<file path="config.mk">
export PLATFORM = sky130hd
export DESIGN_NAME = drive_arbiter
export DESIGN_NICKNAME = d
export VERILOG_FILES = /design/src/rtl/drive_arbiter.sv
export SDC_FILE = /design/constraint.sdc
export NUM_CORES = 1
export LEC_CHECK = 0
export CAP_MARGIN = 10
export CORE_MARGIN = 2
export CORE_UTILIZATION = 40
export DETAILED_ROUTE_END_ITERATION = 6
export PLACE_DENSITY_LB_ADDON = 0.12
export SETUP_SLACK_MARGIN = 0.5
export SLEW_MARGIN = 10
export SYNTH_ARGS = -nofsm -noshare
export SYNTH_HDL_FRONTEND = slang
export SYNTH_SLANG_ARGS = --single-unit
</file>
<file path="constraint.sdc">
create_clock -name clk_50M -period 4.3 [get_ports clk_50M]
set_input_delay 1.29 -clock clk_50M [delete_from_list [all_inputs] [get_ports clk_50M]]
set_output_delay 1.29 -clock clk_50M [all_outputs]
set_load 0.05 [all_outputs]
</file>
<file path="src/rtl/drive_arbiter.sv">
// Actuator command owner: fixed-priority arbitration of four motion requesters,
// reversal sequencing (brake/dwell), speed ramp and ultrasonic safety stops.
// Optional macro DRIVE_ARB_RAMP_EN: per-tick speed ramp; when undefined speed steps directly.
module drive_arbiter #(
    parameter int unsigned TICK_DIV    = 50000,
    parameter int unsigned MIN_HOLD_MS = 100,
    parameter int unsigned WDOG_MS     = 200,
    parameter int unsigned DWELL_MS    = 300,
    parameter int unsigned RAMP_STEP   = 2,
    parameter int unsigned SAFE_FWD    = 20,
    parameter int unsigned SAFE_BACK   = 9,
    parameter int unsigned DEG_MIN     = 30,
    parameter int unsigned DEG_MAX     = 150,
    parameter int unsigned DEG_CENTER  = 95
) (
    input  logic        clk_50M,
    input  logic        rst_n,
    input  logic [3:0]  req_valid,
    input  logic        req_strobe0,
    input  logic [31:0] req_speed,
    input  logic [35:0] req_degree,
    input  logic [3:0]  req_dir,
    input  logic [7:0]  forwardDistance,
    input  logic [7:0]  backDistance,
    output logic [7:0]  speed,
    output logic [8:0]  degree,
    output logic        direction,
    output logic [3:0]  grant,
    output logic [1:0]  grant_id,
    output logic        safety_stop,
    output logic        busy_rev
);

    localparam int unsigned TDIV_W = (TICK_DIV > 1) ? $clog2(TICK_DIV) : 1;
    localparam int unsigned MS_W   = 16;

    localparam logic [8:0] DEG_MIN_W    = 9'(DEG_MIN);
    localparam logic [8:0] DEG_MAX_W    = 9'(DEG_MAX);
    localparam logic [8:0] DEG_CENTER_W = 9'(DEG_CENTER);
    localparam logic [7:0] SAFE_FWD_W   = 8'(SAFE_FWD);
    localparam logic [7:0] SAFE_BACK_W  = 8'(SAFE_BACK);

    typedef enum logic [1:0] {
        ST_IDLE  = 2'd0,
        ST_DRIVE = 2'd1,
        ST_BRAKE = 2'd2,
        ST_DWELL = 2'd3
    } state_t;

    state_t            state;
    logic [TDIV_W-1:0] tick_cnt;
    logic              tick_c;
    logic [MS_W-1:0]   wdog_cnt;
    logic [MS_W-1:0]   hold_cnt;
    logic [MS_W-1:0]   dwell_cnt;
    logic [3:0]        eff_valid;
    logic              hi_any;
    logic [1:0]        hi_id;
    logic              owner_c;
    logic              gnt_any_nxt;
    logic [1:0]        gnt_id_nxt;
    logic [3:0]        grant_nxt;
    logic [7:0]        spd_a [4];
    logic [8:0]        deg_a [4];
    logic [7:0]        tgt_speed;
    logic [8:0]        tgt_deg_raw;
    logic [8:0]        tgt_deg;
    logic              tgt_dir;
    logic              safe_c;
    logic [7:0]        spd_goal;
    logic [7:0]        spd_step_c;

    // Free-running millisecond tick
    assign tick_c = (tick_cnt == TDIV_W'(TICK_DIV - 1));

    always_ff @(posedge clk_50M or negedge rst_n) begin
        if (!rst_n)      tick_cnt <= '0;
        else if (tick_c) tick_cnt <= '0;
        else             tick_cnt <= tick_cnt + 1'b1;
    end

    // Remote watchdog; a fresh strobe outranks a same-cycle tick decrement
    always_ff @(posedge clk_50M or negedge rst_n) begin
        if (!rst_n)                        wdog_cnt <= '0;
        else if (req_strobe0)              wdog_cnt <= MS_W'(WDOG_MS);
        else if (tick_c && wdog_cnt != '0) wdog_cnt <= wdog_cnt - 1'b1;
    end

    assign eff_valid = {req_valid[3:1], req_valid[0] && (wdog_cnt != '0)};

    always_comb begin
        for (int i = 0; i < 4; i++) begin
            spd_a[i] = req_speed[8*i +: 8];
            deg_a[i] = req_degree[9*i +: 9];
        end
    end

    // Highest-priority effective requester (index 0 wins)
    always_comb begin
        hi_any = |eff_valid;
        hi_id  = 2'd0;
        for (int i = 3; i >= 0; i--) begin
            if (eff_valid[i]) hi_id = 2'(i);
        end
    end

    assign owner_c = |grant;

    always_comb begin
        gnt_any_nxt = owner_c;
        gnt_id_nxt  = grant_id;
        if (!owner_c || !eff_valid[grant_id]) begin
            gnt_any_nxt = hi_any;
            gnt_id_nxt  = hi_any ? hi_id : 2'd0;
        end else if (hi_any && (hi_id < grant_id) && (hold_cnt == '0)) begin
            gnt_id_nxt = hi_id;
        end
        grant_nxt = gnt_any_nxt ? (4'b0001 << gnt_id_nxt) : 4'b0000;
    end

    always_ff @(posedge clk_50M or negedge rst_n) begin
        if (!rst_n) begin
            grant    <= 4'b0000;
            grant_id <= 2'd0;
            hold_cnt <= '0;
        end else begin
            grant    <= grant_nxt;
            grant_id <= gnt_id_nxt;
            if (grant_nxt != grant)            hold_cnt <= MS_W'(MIN_HOLD_MS);
            else if (tick_c && hold_cnt != '0) hold_cnt <= hold_cnt - 1'b1;
        end
    end

    // Targets from the current owner, idle defaults otherwise
    always_comb begin
        tgt_speed   = owner_c ? spd_a[grant_id]   : 8'd0;
        tgt_deg_raw = owner_c ? deg_a[grant_id]   : DEG_CENTER_W;
        tgt_dir     = owner_c ? req_dir[grant_id] : direction;
        if (tgt_deg_raw < DEG_MIN_W)      tgt_deg = DEG_MIN_W;
        else if (tgt_deg_raw > DEG_MAX_W) tgt_deg = DEG_MAX_W;
        else                              tgt_deg = tgt_deg_raw;
    end

    assign safe_c = direction ? (forwardDistance < SAFE_FWD_W)
                              : (backDistance < SAFE_BACK_W);

    always_ff @(posedge clk_50M or negedge rst_n) begin
        if (!rst_n) begin
            degree      <= DEG_CENTER_W;
            safety_stop <= 1'b0;
        end else begin
            degree      <= tgt_deg;
            safety_stop <= safe_c;
        end
    end

    assign spd_goal = (state == ST_DRIVE) ? tgt_speed : 8'd0;

`ifdef DRIVE_ARB_RAMP_EN
    localparam logic [7:0] STEP_W = 8'(RAMP_STEP);

    // Move toward tgt by at most STEP_W without passing it
    function automatic logic [7:0] ramp_f(input logic [7:0] cur, input logic [7:0] tgt);
        logic [7:0] diff;
        if (cur < tgt) begin
            diff = tgt - cur;
            return (diff > STEP_W) ? (cur + STEP_W) : tgt;
        end else begin
            diff = cur - tgt;
            return (diff > STEP_W) ? (cur - STEP_W) : tgt;
        end
    endfunction

    assign spd_step_c = tick_c ? ramp_f(speed, spd_goal) : speed;
`else
    assign spd_step_c = spd_goal;
`endif

    // Motion FSM: a started reversal always runs through brake and dwell
    always_ff @(posedge clk_50M or negedge rst_n) begin
        if (!rst_n) begin
            state     <= ST_IDLE;
            speed     <= 8'd0;
            direction <= 1'b1;
            busy_rev  <= 1'b0;
            dwell_cnt <= '0;
        end else begin
            speed <= safe_c ? 8'd0 : spd_step_c;
            case (state)
                ST_IDLE: begin
                    if (owner_c) begin
                        if (tgt_dir == direction) begin
                            state <= ST_DRIVE;
                        end else begin
                            state    <= ST_BRAKE;
                            busy_rev <= 1'b1;
                        end
                    end
                end
                ST_DRIVE: begin
                    if (!owner_c) begin
                        state <= ST_IDLE;
                    end else if (tgt_dir != direction) begin
                        state    <= ST_BRAKE;
                        busy_rev <= 1'b1;
                    end
                end
                ST_BRAKE: begin
                    if (speed == 8'd0) begin
                        state     <= ST_DWELL;
                        dwell_cnt <= MS_W'(DWELL_MS);
                    end
                end
                ST_DWELL: begin
                    if (dwell_cnt == '0) begin
                        direction <= tgt_dir;
                        state     <= owner_c ? ST_DRIVE : ST_IDLE;
                        busy_rev  <= 1'b0;
                    end else if (tick_c) begin
                        dwell_cnt <= dwell_cnt - 1'b1;
                    end
                end
                default: begin
                    state    <= ST_IDLE;
                    busy_rev <= 1'b0;
                end
            endcase
        end
    end

endmodule

</file>
Word level (Yosys, flattened, before mapping):

Cells that the tools add are included.

* register bits: 92
* input port bits: 95
* logic and storage cells: 115

* add/subtract/negate cells: 4
* $lt $le $gt $ge: 7
* equality and inequality tests: 16
* shift-type cells: 1
* multiplexer cells: 50
* bitwise operators: 1
* reductions and logical operators: 24

Operators by type and width (count)
* $mux W16: 8
* $sub A16 B1 Y16 const B: 3
* $mux W9: 5
* $mux W8: 5
* $logic_not A16 Y1: 2
* $pmux W16 S2: 1
* $reduce_bool A16 Y1: 2
* $mux W2: 13
* $bmux W9 S2: 1
* $add A16 B1 Y16 const B: 1
* $bmux W8 S2: 1
* $eq A16 B16 Y1 const B: 1
* $ne A2 B2 Y1 const B: 7
* $mux W1: 11
* $gt A9 B8 Y1 const B: 1
* $lt A9 B5 Y1 const B: 1
* $logic_not A8 Y1: 1
* $lt A8 B4 Y1 const B: 1
* $lt A8 B5 Y1 const B: 1
* $pmux W2 S4: 1
* $reduce_and A4 Y1: 2
* $reduce_or A4 Y1: 2
* $reduce_and A6 Y1: 1
* $reduce_bool A2 Y1: 3
* other kinds (21): 28

Depth between registers and ports, before layout:

Gate-level depths: netlist of run 1.

* depth in word-level cells: 13
* mapped depth: 15

Least setup slack after synthesis of run 1:

OpenSTA, ideal clock, no wires.

* path kind: reg2reg
* start point: reg wdog_cnt[0]
* end point: reg hold_cnt[6]
* setup time: 0.132 ns
* arrival time: 3.990 ns
* required time: 4.168 ns
* slack: 0.178 ns
* stages on the path, launching flop included: 15
* period minus slack after synthesis: 4.122 ns
* cell sequence: dfrtp_1 -> inv_1 -> ha_1 -> or4b_2 -> o41a_1 -> nor2_1 -> o21a_1 -> ha_1 -> nand2_1 -> a221o_1 -> a21oi_2 -> mux2_2 -> nor4_2 -> o21ai_2 -> or3b_1

* word-level cells in the longest chain between the ends: 12
* elaborated cells on any way between the ends: 20
* classes of those cells: order compare (1); eq/ne (1); shift (1); mux (9); reduce/logical (8)

Ends and longest elaborated chain
* from (decl): line 53 `logic [MS_W-1:0] wdog_cnt;`
* from (signal assigned): line 85 `else if (req_strobe0) wdog_cnt <= MS_W'(WDOG_MS);`
* from (signal assigned): line 86 `else if (tick_c && wdog_cnt != '0) wdog_cnt <= wdog_cnt - 1'b1;`
* $reduce_bool A16 Y1 *: line 89 `assign eff_valid = {req_valid[3:1], req_valid[0] && (wdog_cnt != '0)};`
* $logic_and A1 B1 Y1 *: line 89
* $mux W2: line 103 `if (eff_valid[i]) hi_id = 2'(i);`
* $lt A2 B2 Y1: line 115 `end else if (hi_any && (hi_id < grant_id) && (hold_cnt == '0)) begin`
* $logic_and A1 B1 Y1 (2 in series): line 115
* $mux W2: line 115
* $mux W2 *: line 112 `if (!owner_c || !eff_valid[grant_id]) begin`
* named net gnt_id_nxt[1]: line 61 `logic [1:0] gnt_id_nxt;`
* $shl A1 B2 Y4 *: line 118 `grant_nxt = gnt_any_nxt ? (4'b0001 << gnt_id_nxt) : 4'b0000;`
* $mux W4 *: line 118
* $ne A4 B4 Y1 *: line 129 `if (grant_nxt != grant) hold_cnt <= MS_W'(MIN_HOLD_MS);`
* $mux W16 / $reduce_bool A2 Y1 (equally long branches)
* to (signal assigned): line 129
* to (signal assigned): line 130 `else if (tick_c && hold_cnt != '0) hold_cnt <= hold_cnt - 1'b1;`
* to (decl): line 54 `logic [MS_W-1:0] hold_cnt;`

The timed path passes the listed nets; every way through them passes the cells marked *. The select of a mux whose other input is x is not followed.
A chain may end at the register's enable or synchronous reset.

Final worst setup path of run 1:

* start point: reg wdog_cnt[4]
* end point: reg hold_cnt[6]

* word-level cells in the longest chain between the ends: 12
* elaborated cells on any way between the ends: 20
* classes of those cells: order compare (1); eq/ne (1); shift (1); mux (9); reduce/logical (8)

Ends and longest elaborated chain
* $reduce_bool A16 Y1 *: line 89
* $logic_and A1 B1 Y1 *: line 89
* $mux W2: line 103
* $lt A2 B2 Y1: line 115
* $logic_and A1 B1 Y1 (2 in series): line 115
* $mux W2: line 115
* $mux W2: line 112
* $shl A1 B2 Y4: line 118
* $mux W4 *: line 118
* named net grant_nxt[3]: line 62 `logic [3:0] grant_nxt;`
* $ne A4 B4 Y1 *: line 129
* $mux W16 / $reduce_bool A2 Y1 (equally long branches)

Marks and branches as above.

==> run_results.csv, run 1 <==
group,metric,value,unit
run_status,outcome,"finished clean",
global_route,grt_max_degree,68,
layout,area_delta_synth_final,39.30,%
layout,layout_common_cells,"clkdlybuf4s50_1, dfrtp_1, nor2_1, nand2_1, buf_4",
synthesis,ys_warn_count,0,
sta,post-route-min-period,3780,ps
clocking,cts-htree-levels,3,
synthesis,synthArstFlopShare,1.000,
sta,rsz0062_at_grt,"yes",
power,clockPowerShare,0.253,
critical_path,cp_cell_sequence,"or4_4 -> o41a_1 -> nor2_2 -> o21a_1 -> ha_4 -> nand2_1 -> a221o_1 -> a21oi_4 -> buf_4 -> mux2i_2 -> a32o_2 -> o21ai_2 -> or3b_1",
global_route,grt_usage,0.1965,
critical_path,critPathMaxFanout,5,
layout,final_common_cell,"clkdlybuf4s50_1",
critical_path,worstPathArrival,4000,ps
routing,drtIter0Drc,191,
critical_path,timing.rr.start,"wdog_cnt[4]$_DFFE_PN0P_",
clocking,numCtsBuffers,9,
placement,gp_congestion,0.9158,
power,power_leakage,2.784,nW
routing,wirelength,12270,µm
floorplan,io_pins,121,
synthesis,synth_area,0.005009,mm²
critical_path,critPathSlowestCell,"or4_4",
sta,finalHoldViolations,0,
sta,worstMarginPinSlew,868.7,ps
worst_hold_path,hold_class,"reg2reg",
global_route,grt_pass1_vias,4281,
layout,antenna-diode-count,0,
floorplan,core.rowCount,40,
power,intPower,2.186,mW
floorplan,coreArea,0.01211,mm²
synthesis,synthesis.nets,586,
layout,seq_area,0.002312,mm²
synthesis,yosysUniqueCellTypes,63,
sta,report.final.slew_viol_count,0,
critical_path,max_stage_delay,560,ps
synthesis,synth_edf_count,0,
synthesis,synth_seq_cells,92,
clocking,clk_latency,350,ps
sta,fmax,264.6,MHz
floorplan,die_x,115.9,µm
routing,wire_per_inst,15.19,µm
critical_path,rr_worst_depth,13,
sta,final.setup_skew,9.897,ps
critical_path,rr_endpoint,"hold_cnt[6]$_DFFE_PN0P_",
placement,dp_hpwl,9156,µm
worst_hold_path,min_from,"tick_cnt[0]$_DFF_PN0_",
power,share_seq_of_total_power,0.341,
worst_hold_path,hold_depth,1,
power,power,3.403,mW
global_route,gr-total-overflow,0,
layout,postLayoutCoreUtil,0.5760,
power,p_sw,1.217,mW
critical_path,critPathKind,"reg2reg",
synthesis,seq_area_frac_synth,0.4614,
run,timing.max_cap.violations,0,
routing,drc,0,
sta,finalSetupViolCount,0,
clocking,clk_path_buf_depth,2,
layout,drive_gt1_frac,0.1719,
routing,vias_per_cell,5.165,
global_route,grt_util_met2,0.3119,
power,ir_drop,0.0002751,V
global_route,met1_usage,0.2615,
global_route,grtUsageMet3,0.04446,
floorplan,start_util,0.4135,
global_route,busiest_layer,"met2",
synthesis,syn_avg_cell_area,10.31,µm²
routing,routed-via-count,4173,
clocking,cts_hold_buffers,0,
clocking,clk_pin_slew,70,ps
placement,portBuffers,118,
critical_path,critPathCaptureType,"flip-flop",
placement,place_inst,773,
synthesis,synthCells,486,
power,power_density,487.7,mW/mm²
worst_hold_path,min_to,"tick_cnt[0]$_DFF_PN0_",
clocking,cts_root_buf,"clkbuf_16",
layout,fin_cells,808,
floorplan,die_h,115.9,µm
critical_path,cp-start-kind,"flip-flop",
clocking,cts_tree,"built",
routing,drt-pass1-iter-count,5,
critical_path,crit_required,4520,ps
layout,multi_input_area,0.002648,mm²
global_route,antenna_found_initial,0,
layout,fin_nets,735,
global_route,grt_pass1_wl,20560,µm
layout,fillers,1073,
sta,period_share,0.8790,
routing,ant_nets,0,
power,netSwitchingFraction,0.3576,
clocking,clock-sinks,92,
floorplan,dieArea,0.01343,mm²
critical_path,r2r_slack,520,ps
sta,max_slew_margin,0.4209,
synthesis,synthFlopType,"dfrtp_1",
power,combPwrFrac,0.406,
[cells by family (layout without fill, tap and decap cells)]
group | count (synthesis) | after routing | synth area share
AO/OA/AOI/OAI | 49 | 49 | 0.06770
XOR/XNOR | 55 | 55 | 0.09618
adder cells (fa/ha/maj) | 5 | 5 | 0.01249
buffers and inverters | 26 | 180 | 0.02198
flip-flops | 92 | 92 | 0.4614
multiplexers | 26 | 26 | 0.09793
other | 1 | 1 | 0.0007487
AND/OR/NAND/NOR | 232 | 232 | 0.2416
[worst max-delay path: cells and delay by family (launching register included)]
kind                     cells  cell delay, ps
AO/OA/AOI/OAI                6            1570
adder cells (fa/ha/maj)      1             170
buffers and inverters        1             150
flip-flops                   1             430
multiplexers                 1             220
AND/OR/NAND/NOR              4            1120
[how the worst max path moves through the flow]
| stage | depth (start not counted) | slack, ps | to | from |
|---|---|---|---|---|
| final | 13 | 520 | hold_cnt[6]$_DFFE_PN0P_ | wdog_cnt[4]$_DFFE_PN0P_ |
| after global routing | 15 | 410 | hold_cnt[6]$_DFFE_PN0P_ | wdog_cnt[1]$_DFFE_PN0P_ |
| after floorplan | 11 | 600 | hold_cnt[6]$_DFFE_PN0P_ | req_valid[0] |
| after detailed placement | 12 | -60 | hold_cnt[6]$_DFFE_PN0P_ | req_valid[0] |
| after CTS | 14 | 430 | hold_cnt[6]$_DFFE_PN0P_ | wdog_cnt[0]$_DFFE_PN0P_ |
| after global placement | 12 | -20 | hold_cnt[6]$_DFFE_PN0P_ | req_valid[0] |
[area by class of cell]
type | count | share of cell area
multi-input cells | 368 | 0.3795
flip-flops and latches | 92 | 0.3314
repair buffers | 152 | 0.2059
clock buffers | 10 | 0.03425
well taps | 168 | 0.03013
clock inverters | 6 | 0.01237
inverters | 12 | 0.006456
[Yosys cell counts, types with 4 or more instances]
cell type,number,area (µm²)
nor2b_1,11,68.82
nor4_1,17,106.4
nor3_1,22,110.1
mux4_2,18,405.4
or4_1,9,67.56
xnor2_1,28,245.2
a21oi_1,10,50.05
nand3_1,8,40.04
and2_1,5,31.28
mux2i_1,4,40.04
inv_1,12,45.04
nand2_1,46,172.7
nor2_2,10,62.56
clkbuf_1,9,33.78
or3_1,5,31.28
o21ai_0,10,50.05
nand2b_1,5,31.28
dfrtp_1,85,2127
dfstp_2,7,183.9
nand4_1,8,50.05
xor2_1,27,236.5
nor2_1,61,229.0
ha_1,5,62.56
mux2_2,4,45.04
[power by group through the flow]
stage	combinational (mW)	sequential [mW]	clock [mW]
6_report	1.38	1.16	0.860
5_1_grt	1.49	1.18	0.917
4_1_cts	1.37	1.16	0.880
3_5_place_dp	1.32	1.18	0
3_3_place_gp	1.30	1.17	0
2_1_floorplan	0.744	1.33	0
[per-layer routing]
metal	part of all wire	wire length [µm]
met4	0.018	215
met3	0.059	722
met5	0	0
met2	0.47	5776
met1	0.45	5558
[flip-flops by register name (all words and copies together), names as in the netlist]
| signal | flops |
|---|---|
| busy_rev | 1 |
| state | 2 |
| dwell_cnt | 16 |
| hold_cnt | 16 |
| tick_cnt | 16 |
| grant_id | 2 |
| degree | 9 |
| direction | 1 |
| grant | 4 |
| wdog_cnt | 16 |
| safety_stop | 1 |
| speed | 8 |
[what timing repair did]
item	CTS	global route
cloned	0	0
gates resized for setup	7	3
buffers inserted	10	9
pin swaps	14	8
setup endpoints to repair	16	16
[metrics by stage]
step	instance area [µm²]	hold slack [ps]	TNS, ps	worst slack (ps)
after CTS	6898	464.8	0	432.7
after floorplan	5054	432.9	0	603.2
after global routing	6977	487.1	0	406.2
after global placement	6484	447.2	-21.46	-21.46
after detailed placement	6484	456.4	-66.81	-64.23
final	6977	461.9	0	520.3
Power figures use the tool's default switching activity.
==> run 2: changes to the inputs <==
- CORE_UTILIZATION: 40 -> 45
- CTS_BUF_LIST: unset -> sky130_fd_sc_hd__clkbuf_16
==> run_results.csv, run 2 (synthesis results as in run 1) <==
group,metric,value,unit
layout,area_delta_synth_final,37.77,%
power,intPower,2.206,mW
floorplan,start_util,0.4620,
power,p_sw,1.205,mW
run,timing.max_cap.violations,0,
clocking,clk_path_buf_depth,2,
sta,finalHoldViolations,0,
layout,fin_nets,728,
sta,final.setup_skew,6.756,ps
worst_hold_path,hold_depth,1,
clocking,cts_root_buf,"clkbuf_16",
global_route,grt_pass1_wl,20290,µm
routing,drtIter0Drc,190,
placement,dpl_cell_area,0.006434,mm²
sta,report.final.slew_viol_count,0,
floorplan,dieArea,0.01199,mm²
routing,wire_per_inst,15.77,µm
sta,max_slew_margin,0.3442,
floorplan,die_h,109.5,µm
sta,rsz0062_at_grt,"yes",
layout,drive_gt1_frac,0.1611,
clocking,numCtsBuffers,9,
routing,wirelength,12190,µm
global_route,gr-total-overflow,0,
sta,fmax,265.7,MHz
critical_path,rr_worst_depth,12,
clocking,clk_pin_slew,70,ps
clocking,cts_hold_buffers,0,
run_status,outcome,"finished clean",
floorplan,core.rowCount,38,
sta,worstMarginPinSlew,983.7,ps
power,share_seq_of_total_power,0.331,
critical_path,worstPathArrival,3980,ps
floorplan,die_x,109.5,µm
critical_path,critPathKind,"reg2reg",
layout,layout_common_cells,"clkdlybuf4s50_1, dfrtp_1, nor2_1, nand2_1",
power,clockPowerShare,0.263,
routing,drc,0,
placement,place_inst,743,
power,power_leakage,2.759,nW
placement,dp_hpwl,9165,µm
layout,fin_cells,773,
worst_hold_path,hold_class,"reg2reg",
sta,post-route-min-period,3764,ps
routing,vias_per_cell,5.383,
global_route,grt_max_degree,79,
layout,antenna-diode-count,0,
critical_path,cp-start-kind,"flip-flop",
placement,portBuffers,118,
clocking,cts-htree-levels,3,
floorplan,coreArea,0.01084,mm²
clocking,cts_tree,"built",
power,combPwrFrac,0.407,
clocking,clock-sinks,92,
floorplan,io_pins,121,
power,ir_drop,0.0002522,V
power,netSwitchingFraction,0.3533,
global_route,antenna_found_initial,0,
critical_path,critPathCaptureType,"flip-flop",
layout,final_common_cell,"clkdlybuf4s50_1",
routing,ant_nets,0,
global_route,grt_usage,0.2190,
critical_path,crit_required,4520,ps
sta,period_share,0.8754,
layout,final_area,0.006900,mm²
global_route,grt_pass1_vias,4235,
critical_path,critPathMaxFanout,5,
routing,drt-pass1-iter-count,5,
routing,routed-via-count,4161,
placement,gp_congestion,0.9271,
power,power_density,494.4,mW/mm²
sta,finalSetupViolCount,0,
clocking,clk_latency,340,ps
-- run 2: changes by cell type in the layout (fill, tap and decap cells not counted) --
cell       delta
buf_4         -6
buf_6         -1
bufinv_16     +1
clkbuf_8      -1
clkinv_2      -1
inv_1         +1
-- run 2: stage by stage --
stage                     power [mW]  utilization  hold WS, ps  worst slack (ps)  TNS [ps]
after floorplan                2.070            -        432.9             603.2         0
after global placement         2.464       0.5935        444.6             33.22         0
after detailed placement       2.489       0.5935        450.2            -14.95    -14.95
after CTS                      3.428       0.6323        458.7             469.3         0
after global routing           3.601       0.6365        472.5             395.2         0
final                          3.411       0.6365        456.8             536.0         0
-- run 2: layer usage --
layer  GRT usage  up-vias  part of all wire
li1            -     2020                 -
met1      0.2796     1996              0.44
met2      0.3580      121              0.49
met3     0.05750       24             0.049
met4     0.08137        0             0.022
met5           0        -                 0
-- run 2: worst paths after layout --
path / startpoint / endpoint / slack (ps)
worst max-delay path: wdog_cnt[4]$_DFFE_PN0P_ / hold_cnt[6]$_DFFE_PN0P_ / 540
worst min-delay path: tick_cnt[0]$_DFF_PN0_ / tick_cnt[0]$_DFF_PN0_ / 460
worst max register to register: wdog_cnt[4]$_DFFE_PN0P_ / hold_cnt[6]$_DFFE_PN0P_ / 540
worst min register to register: tick_cnt[0]$_DFF_PN0_ / tick_cnt[0]$_DFF_PN0_ / 460
max in group asynchronous: rst_n / tick_cnt[8]$_DFF_PN0_ / 2470
min in group asynchronous: rst_n / degree[8]$_DFF_PN0_ / 1090
-- run 2: worst max-delay path, cell delays in order, from the launching register on --
cell and delay [ps]:
dfrtp_2 440, or4_4 560, o41a_1 510, nor2_2 130, o21a_1 200, ha_4 160, o21ai_1 60, a221o_1 360
a21oi_4 180, mux2_4 340, nor4_4 220, o21ai_2 110, or3b_1 360
-- run 2: power by group through the flow --
stage | clock network (mW) | logic, mW | registers, mW
detailed placement | 0 | 1.35 | 1.14
floorplan | 0 | 0.744 | 1.33
finish | 0.897 | 1.39 | 1.13
CTS | 0.917 | 1.38 | 1.13
global route | 0.958 | 1.50 | 1.15
global placement | 0 | 1.32 | 1.14
-- run 2: repair_timing --
item / CTS / global route
setup buffers: 10 / 4
gates resized for setup: 4 / 5
endpoints found under the setup margin: 16 / 16
pin swaps: 9 / 2
-- run 2: area by class of cell --
type                            instances  area [µm²]
Clock buffer                            9       225.2
Timing Repair Buffer                  145        1380
Fill cell                             891        3940
Tap cell                              140       175.2
Multi-Input combinational cell        368        2648
Inverter                               12       45.04
Clock inverter                          7       115.1
Sequential cell                        92        2312
